**src/rtl/alu_seq.sv**
```systemverilog
// Registered, handshaked ALU with iterative shifts and a signed-overflow flag.
// Optional feature macro: ALU_SEQ_MULT_EN turns op 111 into an iterative unsigned multiply.
module alu_seq #(
    parameter int WIDTH = 8
) (
    input  logic             clk,
    input  logic             rst,
    input  logic             in_valid,
    output logic             in_ready,
    input  logic [2:0]       op,
    input  logic [WIDTH-1:0] a,
    input  logic [WIDTH-1:0] b,
    output logic             out_valid,
    input  logic             out_ready,
    output logic [WIDTH-1:0] result,
    output logic             cout,
    output logic             zout,
    output logic             vout
);

    localparam int SAW = $clog2(WIDTH);
    localparam int CW  = SAW + 1;
    localparam int MSB = WIDTH - 1;

    localparam logic [2:0] OP_RST = 3'b000;
    localparam logic [2:0] OP_LD  = 3'b001;
    localparam logic [2:0] OP_ADD = 3'b010;
    localparam logic [2:0] OP_SUB = 3'b011;
    localparam logic [2:0] OP_NOR = 3'b100;
    localparam logic [2:0] OP_SHL = 3'b101;
    localparam logic [2:0] OP_SHR = 3'b110;
    localparam logic [2:0] OP_MUL = 3'b111;

    typedef enum logic [1:0] {
        IDLE = 2'b00,
        EXEC = 2'b01,
        DONE = 2'b10
    } state_t;

    state_t           state_r;
    logic [2:0]       op_r;
    logic [WIDTH-1:0] a_r;
    logic [WIDTH-1:0] b_r;
    logic [WIDTH-1:0] acc_r;
    logic             sc_r;
    logic [CW-1:0]    cnt_r;
    logic [WIDTH:0]   add_s;
    logic [WIDTH:0]   sub_s;
    logic [WIDTH-1:0] res_s;
    logic             c_s;
    logic             v_s;

`ifdef ALU_SEQ_MULT_EN
    logic [WIDTH-1:0] hi_r;
    logic [WIDTH:0]   mul_sum_s;

    // One shift-add step: {hi,acc} holds the partial product, acc starts as the multiplier.
    always_comb begin
        mul_sum_s = {1'b0, hi_r};
        if (acc_r[0]) begin
            mul_sum_s = {1'b0, hi_r} + {1'b0, b_r};
        end else begin
            mul_sum_s = {1'b0, hi_r};
        end
    end
`endif

    assign add_s = {1'b0, a_r} + {1'b0, b_r};
    assign sub_s = {1'b0, a_r} - {1'b0, b_r};

    // Final result and flags from the captured operands and the shift/multiply accumulator.
    always_comb begin
        res_s = {WIDTH{1'b0}};
        c_s   = 1'b0;
        v_s   = 1'b0;
        case (op_r)
            OP_LD:  res_s = a_r;
            OP_ADD: begin
                res_s = add_s[WIDTH-1:0];
                c_s   = add_s[WIDTH];
                v_s   = (a_r[MSB] == b_r[MSB]) && (add_s[MSB] != a_r[MSB]);
            end
            OP_SUB: begin
                res_s = sub_s[WIDTH-1:0];
                c_s   = sub_s[WIDTH];
                v_s   = (a_r[MSB] != b_r[MSB]) && (sub_s[MSB] != a_r[MSB]);
            end
            OP_NOR: res_s = ~(a_r | b_r);
            OP_SHL, OP_SHR: begin
                res_s = acc_r;
                c_s   = sc_r;
            end
`ifdef ALU_SEQ_MULT_EN
            OP_MUL: begin
                res_s = acc_r;
                c_s   = |hi_r;
            end
`endif
            default: begin
                res_s = {WIDTH{1'b0}};
                c_s   = 1'b0;
                v_s   = 1'b0;
            end
        endcase
    end

    // Control FSM, operand capture, iteration and registered outputs.
    always_ff @(posedge clk) begin
        if (rst) begin
            state_r   <= IDLE;
            in_ready  <= 1'b1;
            out_valid <= 1'b0;
            result    <= {WIDTH{1'b0}};
            cout      <= 1'b0;
            zout      <= 1'b0;
            vout      <= 1'b0;
            op_r      <= OP_RST;
            a_r       <= {WIDTH{1'b0}};
            b_r       <= {WIDTH{1'b0}};
            acc_r     <= {WIDTH{1'b0}};
            sc_r      <= 1'b0;
            cnt_r     <= {CW{1'b0}};
`ifdef ALU_SEQ_MULT_EN
            hi_r      <= {WIDTH{1'b0}};
`endif
        end else begin
            case (state_r)
                IDLE: begin
                    if (in_valid) begin
                        op_r     <= op;
                        a_r      <= a;
                        b_r      <= b;
                        acc_r    <= a;
                        sc_r     <= 1'b0;
                        in_ready <= 1'b0;
                        state_r  <= EXEC;
`ifdef ALU_SEQ_MULT_EN
                        hi_r     <= {WIDTH{1'b0}};
`endif
                        // Iteration count: shift amount for shifts, WIDTH for multiply, else none.
                        if (op == OP_SHL || op == OP_SHR) begin
                            cnt_r <= {1'b0, b[SAW-1:0]};
`ifdef ALU_SEQ_MULT_EN
                        end else if (op == OP_MUL) begin
                            cnt_r <= CW'(WIDTH);
`endif
                        end else begin
                            cnt_r <= {CW{1'b0}};
                        end
                    end
                end
                EXEC: begin
                    if (cnt_r != {CW{1'b0}}) begin
                        cnt_r <= cnt_r - {{(CW-1){1'b0}}, 1'b1};
                        case (op_r)
                            OP_SHL: begin
                                sc_r  <= acc_r[MSB];
                                acc_r <= {acc_r[WIDTH-2:0], 1'b0};
                            end
                            OP_SHR: begin
                                sc_r  <= acc_r[0];
                                acc_r <= {1'b0, acc_r[WIDTH-1:1]};
                            end
`ifdef ALU_SEQ_MULT_EN
                            OP_MUL: begin
                                hi_r  <= mul_sum_s[WIDTH:1];
                                acc_r <= {mul_sum_s[0], acc_r[WIDTH-1:1]};
                            end
`endif
                            default: acc_r <= acc_r;
                        endcase
                    end else begin
                        result    <= res_s;
                        cout      <= c_s;
                        zout      <= (res_s == {WIDTH{1'b0}});
                        vout      <= v_s;
                        out_valid <= 1'b1;
                        state_r   <= DONE;
                    end
                end
                DONE: begin
                    if (out_ready) begin
                        out_valid <= 1'b0;
                        in_ready  <= 1'b1;
                        state_r   <= IDLE;
                    end
                end
                default: begin
                    state_r   <= IDLE;
                    in_ready  <= 1'b1;
                    out_valid <= 1'b0;
                end
            endcase
        end
    end

endmodule
```
**config.mk**
```make
export PLATFORM = sky130hd
export DESIGN_NAME = alu_seq
export DESIGN_NICKNAME = d
export VERILOG_FILES = /design/src/rtl/alu_seq.sv
export SDC_FILE = /design/constraint.sdc
export NUM_CORES = 1
export LEC_CHECK = 0
export CORE_ASPECT_RATIO = 1.1
export CORE_MARGIN = 3
export CORE_UTILIZATION = 51
export CTS_CLUSTER_DIAMETER = 60
export DETAILED_ROUTE_END_ITERATION = 7
export GPL_TIMING_DRIVEN = 1
export PLACE_DENSITY = 0.89
export SLEW_MARGIN = 20
export SYNTH_ARGS = -nofsm -noshare
export SYNTH_HDL_FRONTEND = slang
export SYNTH_SLANG_ARGS = --single-unit
```
**constraint.sdc**
```tcl
create_clock -name clk -period 2.3 [get_ports clk]
set_input_delay 0.345 -clock clk [delete_from_list [all_inputs] [get_ports clk]]
set_output_delay 0.345 -clock clk [all_outputs]
set_load 0.005 [all_outputs]
```
After elaboration in Yosys (flattened, before gate mapping). Index checks and enable logic that the tools add are counted.

Register bits after elaboration: 47. Input port bits: 23. Output and inout port bits: 13.

Add/sub/neg operators: 3. Equality and inequality tests: 19. Muxes and demuxes: 24. Bitwise logic cells: 5. Reductions and logical operators: 15.

Operators by type and width (count): 8-bit case mux with 5 select lines (1); 8-bit case mux with 2 select lines (2); 8-bit 2-to-1 mux (2); 3-bit == test (second input constant) (5); 3-bit AND reduction (4); 8-bit by 8-bit adder with 9-bit output (1); 1-bit case mux with 3 select lines (3); 8-bit by 8-bit subtractor with 9-bit output (1); 8-bit logical NOT (1); 4-bit 2-to-1 mux (2); 2-bit != test (second input constant) (4); 8-bit inverter (1); 8-bit OR (1); 4-bit case mux with 2 select lines (1); 3-bit by 2-bit == test with 1-bit output (second input constant) (2); 2-bit 2-to-1 mux (3); 1-bit case mux with 2 select lines (3); 2-bit case mux with 3 select lines (1); 1-bit 2-to-1 mux (5); 2-bit AND reduction (2); 4-bit AND reduction (1); 4-bit nonzero test (1); 4-bit by 1-bit subtractor with 4-bit output (second input constant) (1); 3-bit by 1-bit == test with 1-bit output (second input constant) (1); 12 further kinds (17).

Logic depth before layout (Yosys ltp). Gate-level depths: netlist of the first run.

Word-level depth: 5. Gate-level depth with buffers: 10.

Least setup slack after synthesis of the first run. Ideal clock, no wire load.

Kind: flip-flop to flip-flop. From: reg a_r[0]. To: reg zout. Arrival: 2128 ps. Data required time: 2216 ps. Slack: 88 ps. Cell stages (with the launch flop): 9. Period minus slack after synthesis: 2212 ps. Cell sequence: dfxtp_1 -> ha_1 -> fa_1 -> a21o_1 -> a41o_1 -> a222oi_1 -> nand2_1 -> or2_1 -> o31ai_2.

Cells in the longest elaborated chain, start to end: 4.

RTL lines: start, declared (RTL line 42) `logic [WIDTH-1:0] a_r;`; start signal, assigned (RTL line 118) `a_r <= {WIDTH{1'b0}};`; branches (longest 2 deep; another with 8-bit by 8-bit subtractor with 9-bit output); 8-bit case mux with 5 select lines * (RTL line 76) `case (op_r)`; 8-bit logical NOT * (RTL line 175) `zout <= (res_s == {WIDTH{1'b0}});`; end signal, assigned (RTL line 175); end, declared (RTL line 17) `output logic zout,`.

Mark *: on every way between the ends. A chain may end at the register's enable or synchronous reset.

Final worst setup path of the first run.
From: reg b_r[0]. To: reg zout.

Cells in the longest elaborated chain, start to end: 4.

RTL lines: start, declared (RTL line 43) `logic [WIDTH-1:0] b_r;`; start signal, assigned (RTL line 119) `b_r <= {WIDTH{1'b0}};`; branches (longest 2 deep; another with 8-bit by 8-bit subtractor with 9-bit output); 8-bit case mux with 5 select lines * (RTL line 76); 8-bit logical NOT * (RTL line 175).

Marked as above.

==> impl_results.md, run 1 <==
- Sw frac: 0.372
- Final WS setup: 27.3 ps
- Final RePlAce weighted congestion: between 0.9 and 1
- Synth Area in Compound Gates: 0.257
- Leading area contributor after synthesis: dfxtp_1
- Die W: 80.7 um
- Largest net degree at the start of global routing: 37
- Synth Area in Adders: 0.113
- Met2 routed WL: 4.66 mm
- Final min period: between 2000 and 2500 ps
- FP Rows: 29
- Largest family of logic cells by synthesized area: compound AO/OA/AOI/OAI gates
- Vias in the first global route: ~3100
- Buffers on Ports: 35
- CP bufs+invs: 0
- Synth Area in Simple Gates: 0.215
- Synth Area in XOR/XNOR: 0.0220
- Total CTS buffers: 5
- Worst VDD drop: 0.681 mV
- Post-synth EDFFs: 0
- Actual slew at the worst max-slew pin: 697 ps
- WHS: 462 ps
- GRT overflow: 0
- Main synth FF type: dfxtp_1
- Yosys top cell area share: 0.301
- Global-route wire length before repair: 14.4 mm
- Final-report hold violation count: 0
- Count leader, synth: nand2_1
- Hold crit path type: register to register
- Non-Filler Cell Area, Final: 0.00408 mm2
- WL final: 9.51 mm
- Synth Net Count: 451
- # nets final: 520
- Register area share after synthesis: 0.301
- CTS Buffer Depth: 2
- Comb pwr share: 0.404
- Syn Inst Count: 401
- Cell family with most CP delay: compound AO/OA/AOI/OAI gates
- Critical Path AT: 2510 ps
- Maximum net fanout on the critical path: 3
- Pre-CTS setup slack: -72.0 ps
- Max_slew headroom: 0.534
- Asr flop ratio synth: 0
- Initial antenna violation count: 0
- Dpl cells: ~540
- Crit-path max cell delay: ~370 ps
- FF+latch count, synth: 47
- Gr usage total: 0.259
- H-tree lvl count: 2
- PwrDens: 642 mW/mm2
- Syn avg cell area: roughly 8 um2
- Post-DRT Antenna Nets: 0
- Drt first pass iters: 5
- Highest routed layer: met4
- Unrepaired setup endpoints after global routing: yes
- Crit share post-route: 0.988
- Netlist cell types: 58
- Fin util: 0.698
- Internal power: approximately 1.6 mW
- Fraction of layout cells with a size suffix above 1: 0.210
- Avg WL per Cell: 17.4 um
- Clock insertion delay at the later pin of the skew report: 320 ps
- Via Count: 3344
- Wl on met1: 3.98 mm
- ANT cells: 0
- Core area: 0.00584 mm2
- Synthesis-to-layout area growth: 30.3%
- Clock Skews: approximately 18 ps
- CTS root buffer: clkbuf_8
- Initial core utilization: 0.536
- Cell Area, Synth: 0.00313 mm2
- DR vias/cell: around 6.1
- Outcome: finished, final reports clean
- Post-DP Area: around 0.0038 mm2
- Clock sinks: 47
- DR iter-0 viols: 299
- CTS tree: built
- Yosys warning total: 0
- Crit path launch type: register
- Setup CP Type: register to register
- Clk pwr share: 0.210
- Endpoints failing setup: 0
- DIE HEIGHT: 88.2 um
- Crit-path slowest cell: dfxtp_2
- IO Count: 36
- Slew Limit Fails: 0
- Most frequent cells after synthesis: nand2_1 (70), dfxtp_1 (47), a21oi_1 (45)
- Flop pwr share: 0.387
- Die footprint: 0.00712 mm2
- Worst path required time: 2540 ps
- DRC viols: 0
- F_max: 0.440 GHz
- Net Sw Power: 0.974 mW
- Fin cells: 548
- Critical Path, Cell by Cell: ha_4, fa_2, a21o_1, a41o_1, a222oi_1, nand2_1, or2_1, o31ai_2
- Half-perimeter wire length after placement: 6.74 mm
- Mux contribution to synthesized area: 0.0196
- Area contributors post-synth: dfxtp_1 (30%), ha_1 (10%), nand2_1 (8.4%), a21oi_1 (7.2%), nor2_1 (3.4%)
- WL met3: 527 um
- Setup crit end kind: register
- Leak: between 1.5 and 2 nW
- Clock-pin slew on the worst setup and hold paths: 100 ps
- Filler instances: 436
- Max cap viols: 0
## final cells by class
cell class / count / area [um2] / share of cell area
Sequential cell: 47 / 950 / 0.233
Tap cell: 77 / 96.3 / 0.0236
Multi-Input combinational cell: 306 / 2110 / 0.518
Clock buffer: 6 / 82.6 / 0.0203
Inverter: 24 / 90.1 / 0.0221
Timing Repair Buffer: 86 / 733 / 0.180
Clock inverter: 2 / 13.8 / 0.00338
## final timing paths
check,cells past startpoint,from,to,slack [ps]
setup reg to reg,8,b_r[0]$_SDFFE_PP0P_,zout$_SDFFE_PP0P_,30
hold reg to reg,2,vout$_SDFFE_PP0P_,vout$_SDFFE_PP0P_,460
hold / removal,2,vout$_SDFFE_PP0P_,vout$_SDFFE_PP0P_,460
setup / recovery,8,b_r[0]$_SDFFE_PP0P_,zout$_SDFFE_PP0P_,30
## metal layers
| layer | track usage | up-vias |
|---|---|---|
| li1 | - | 1558 |
| met1 | 0.333 | 1597 |
| met2 | 0.444 | 153 |
| met3 | 0.0319 | 36 |
| met4 | 0.0968 | 0 |
| met5 | 0 | - |
## cell usage in the layout, fill, tap and decap left out, drive strengths merged, types with 3 or more instances in the layout
| cell type | instances |
|---|---|
| nor3b | 3 |
| clkdlybuf4s50 | 35 |
| xor2 | 3 |
| nand4 | 3 |
| a221oi | 4 |
| buf | 51 |
| nor3 | 11 |
| nand2 | 70 |
| nand3 | 18 |
| nor2 | 29 |
| a21oi | 46 |
| a32oi | 5 |
| xnor2 | 4 |
| mux2i | 5 |
| a311oi | 4 |
| o211a | 3 |
| clkbuf | 6 |
| o21ai | 11 |
| a211oi | 12 |
| dfxtp | 47 |
| ha | 25 |
| a22oi | 6 |
| o21bai | 3 |
| nand2b | 3 |
| inv | 25 |
| o211ai | 8 |
## power by group through the flow
| stage | logic (mW) | clock network (mW) | registers, mW |
|---|---|---|---|
| after detailed placement | 0.947 | 0 | 1.02 |
| after floorplan | 0.604 | 0 | 0.997 |
| after CTS | 0.962 | 0.546 | 1.00 |
| after global routing | 1.15 | 0.586 | 1.02 |
| final | 1.06 | 0.550 | 1.01 |
| after global placement | 0.925 | 0 | 1.01 |
## repair_timing
item                       CTS  global route
setup buffers                2             3
pin swaps                    8            17
gates resized for setup     11            27
hold buffers                 0             0
hold endpoints to repair     0             0
setup endpoints to repair    2             6
## logic make-up after synthesis
| logic type | Yosys count |
|---|---|
| xor+xnor | 7 |
| buf+inv | 48 |
| simple gates | 150 |
| mux | 6 |
| compound gates | 116 |
| flops | 47 |
| fa+ha+maj | 27 |
## registers in the layout (all words and copies together), names as in the netlist
| register | cells |
|---|---|
| a_r | 8 |
| acc_r | 8 |
| b_r | 8 |
| cnt_r | 4 |
| cout | 1 |
| in_ready | 1 |
| op_r | 3 |
| out_valid | 1 |
| result | 8 |
| sc_r | 1 |
| state_r | 2 |
| vout | 1 |
| zout | 1 |
## through the flow
| stage | power [mW] | TNS (ps) |
|---|---|---|
| after global routing | 2.76 | -102 |
| final | 2.62 | 0 |
| after global placement | 1.94 | 0 |
| after detailed placement | 1.97 | -72.0 |
| after floorplan | 1.60 | 0 |
| after CTS | 2.51 | -1.36 |
## worst reg2reg max path, cell delays in order, from the launching register on
cell and delay (ps):
dfxtp_2 370, ha_4 170, fa_2 350, a21o_1 190
a41o_1 230, a222oi_1 340, nand2_1 110, or2_1 250
o31ai_2 190
Note: power is estimated with default switching activity, not from simulation.
==> inputs of run 2 (changes only) <==
--- a/config.mk
+++ b/config.mk
@@ -5,8 +5,8 @@
 export SDC_FILE = /design/constraint.sdc
 export NUM_CORES = 1
 export LEC_CHECK = 0
+export ABC_AREA = 0
 export CORE_ASPECT_RATIO = 1.1
-export CORE_MARGIN = 3
 export CORE_UTILIZATION = 51
 export CTS_CLUSTER_DIAMETER = 60
 export DETAILED_ROUTE_END_ITERATION = 7
==> constraint.sdc (replaced) <==
create_clock -name clk -period 2.3 [get_ports clk]
set_input_delay 0.46 -clock clk [delete_from_list [all_inputs] [get_ports clk]]
set_output_delay 0.46 -clock clk [all_outputs]
set_load 0.005 [all_outputs]
==> impl_results.md, run 2 (same netlist as run 1, synthesis figures left out) <==
- Non-Filler Cell Area, Final: ~0.0040 mm2
- WL final: roughly 8.8 mm
- Setup TNS: -11.3 ps
- CP bufs+invs: 1
- CTS Buffer Depth: 2
- DRC viols: 0
- Drt first pass iters: 5
- DR iter-0 viols: 254
- FP Rows: 29
- CTS root buffer: clkbuf_8
- H-tree lvl count: 2
- Pre-CTS setup slack: -40.5 ps
- Clock Skews: between 15 and 20 ps
- Max_slew headroom: 0.634
- GRT overflow: 0
- Buffers on Ports: 35
- Setup bufs post-CTS: 0
- Violated checks: setup timing
- # nets final: 507
- Largest net degree at the start of global routing: 36
- Gr usage total: 0.269
- Commonest non-fill, non-tap cells in the layout: nand2_1 (70), a21oi_1 (44), dfxtp_1 (42)
- Setup crit end kind: register
- Commonest non-fill, non-tap cell in the layout: nand2_1
- Wl on met1: around 3.7 mm
- Fin util: 0.676
- IO Count: 36
- Final WS setup: -11.3 ps
- Maximum net fanout on the critical path: 3
- Post-DRT Antenna Nets: 0
- Leak: about 1.6 nW
- Net Sw Power: approximately 0.94 mW
- Flop pwr share: 0.379
- Comb pwr share: 0.374
- Hold crit path type: register to register
- Post-CTS Hold Buffers: 0
- Clk pwr share: 0.247
- ANT cells: 0
- Avg WL per Cell: 16.5 um
- Die footprint: 0.00646 mm2
- Clock-pin slew on the worst setup and hold paths: 100 ps
- Total CTS buffers: 5
- Final-report hold violation count: 0
- Sw frac: 0.353
- Actual slew at the worst max-slew pin: 548 ps
- Initial core utilization: 0.536
- Final min period: around 2300 ps
- Worst path required time: approximately 2500 ps
- Setup CP Type: register to register
- DR vias/cell: 6.06
- WL met3: 519 um
- Internal power: approximately 1.7 mW
- Synthesis-to-layout area growth: 26.2%
- Highest routed layer: met4
- Fraction of layout cells with a size suffix above 1: 0.175
- Global-route wire length before repair: 13.8 mm
- Crit share post-route: 1.00
- Final RePlAce weighted congestion: 0.904
- Cell family with most CP delay: adder cells
- Critical Path, Cell by Cell: inv_1, ha_2, fa_2, mux2i_1, xnor2_1, a221oi_2, a21oi_1, nor3_2, nand4_1, o31ai_2
- Initial antenna violation count: 0
- Unrepaired setup endpoints after global routing: yes
- Clock sinks: 47
- Die W: 76.7 um
- Core area: between 0.005 and 0.006 mm2
- Clock insertion delay at the later pin of the skew report: 310 ps
- CTS tree: built
- Post-DP Area: 0.00372 mm2
- Met2 routed WL: 4.36 mm
- PwrDens: 672 mW/mm2
- Crit path launch type: register
- DIE HEIGHT: 84.2 um
- Via Count: between 3000 and 4000
- Outcome: complete, but fails checks
- Worst VDD drop: between 0.6 and 0.7 mV
- Half-perimeter wire length after placement: approximately 6.4 mm
- Crit-path slowest cell: fa_2
- Slew Limit Fails: 0
- Max cap viols: 0
- Critical Path AT: 2550 ps
- Endpoints failing setup: 1
- F_max: 0.433 GHz
- WHS: 464 ps
- Crit-path max cell delay: 380 ps
- Vias in the first global route: 2919
[run 2: path summary, 6_finish.rpt]
check / from / endpoint / slack (ps) / cells after the start
min reg2reg: vout$_SDFFE_PP0P_ / vout$_SDFFE_PP0P_ / 460 / 2
min: vout$_SDFFE_PP0P_ / vout$_SDFFE_PP0P_ / 460 / 2
max: a_r[0]$_SDFFE_PP0P_ / zout$_SDFFE_PP0P_ / -10 / 10
max reg2reg: a_r[0]$_SDFFE_PP0P_ / zout$_SDFFE_PP0P_ / -10 / 10
[run 2: routing by layer]
metal | vias up | track usage
met5 | - | 0
met4 | 0 | 0.108
met3 | 23 | 0.0315
met2 | 148 | 0.455
met1 | 1540 | 0.347
li1 | 1532 | -
[run 2: power by group through the flow]
| stage | logic (mW) | registers, mW | clock network (mW) |
|---|---|---|---|
| 3_3_place_gp | 0.900 | 1.02 | 0 |
| 4_1_cts | 0.924 | 1.00 | 0.658 |
| 3_5_place_dp | 0.916 | 1.02 | 0 |
| 6_report | 0.993 | 1.01 | 0.655 |
| 2_1_floorplan | 0.604 | 0.997 | 0 |
| 5_1_grt | 1.08 | 1.02 | 0.691 |
[run 2: per-stage QoR]
step,power (mW),instances
floorplan,1.60,401
global placement,1.92,527
detailed placement,1.94,527
CTS,2.58,535
global route,2.79,535
finish,2.65,535
[run 2: timing repair]
item | 4_1_cts | 5_1_grt
pin swaps | 3 | 12
endpoints found under the setup margin | 5 | 7
gates resized for setup | 6 | 21
[run 2: worst register-to-register path, cell delays in order, from the launching register on]
cell and delay (ps):
dfxtp_2 340, inv_1 60, ha_2 200, fa_2 380, mux2i_1 220, xnor2_1 150
a221oi_2 240, a21oi_1 120, nor3_2 220, nand4_1 130, o31ai_2 190
[run 2: layout make-up]
type | count | area [um2]
tap | 77 | 96.3
clock inverter | 2 | 38.8
clock buffer | 6 | 82.6
sequential | 47 | 952
inverter | 24 | 90.1
timing repair buffer | 73 | 636
multi-input combinational | 306 | 2060
fill | 456 | 1890
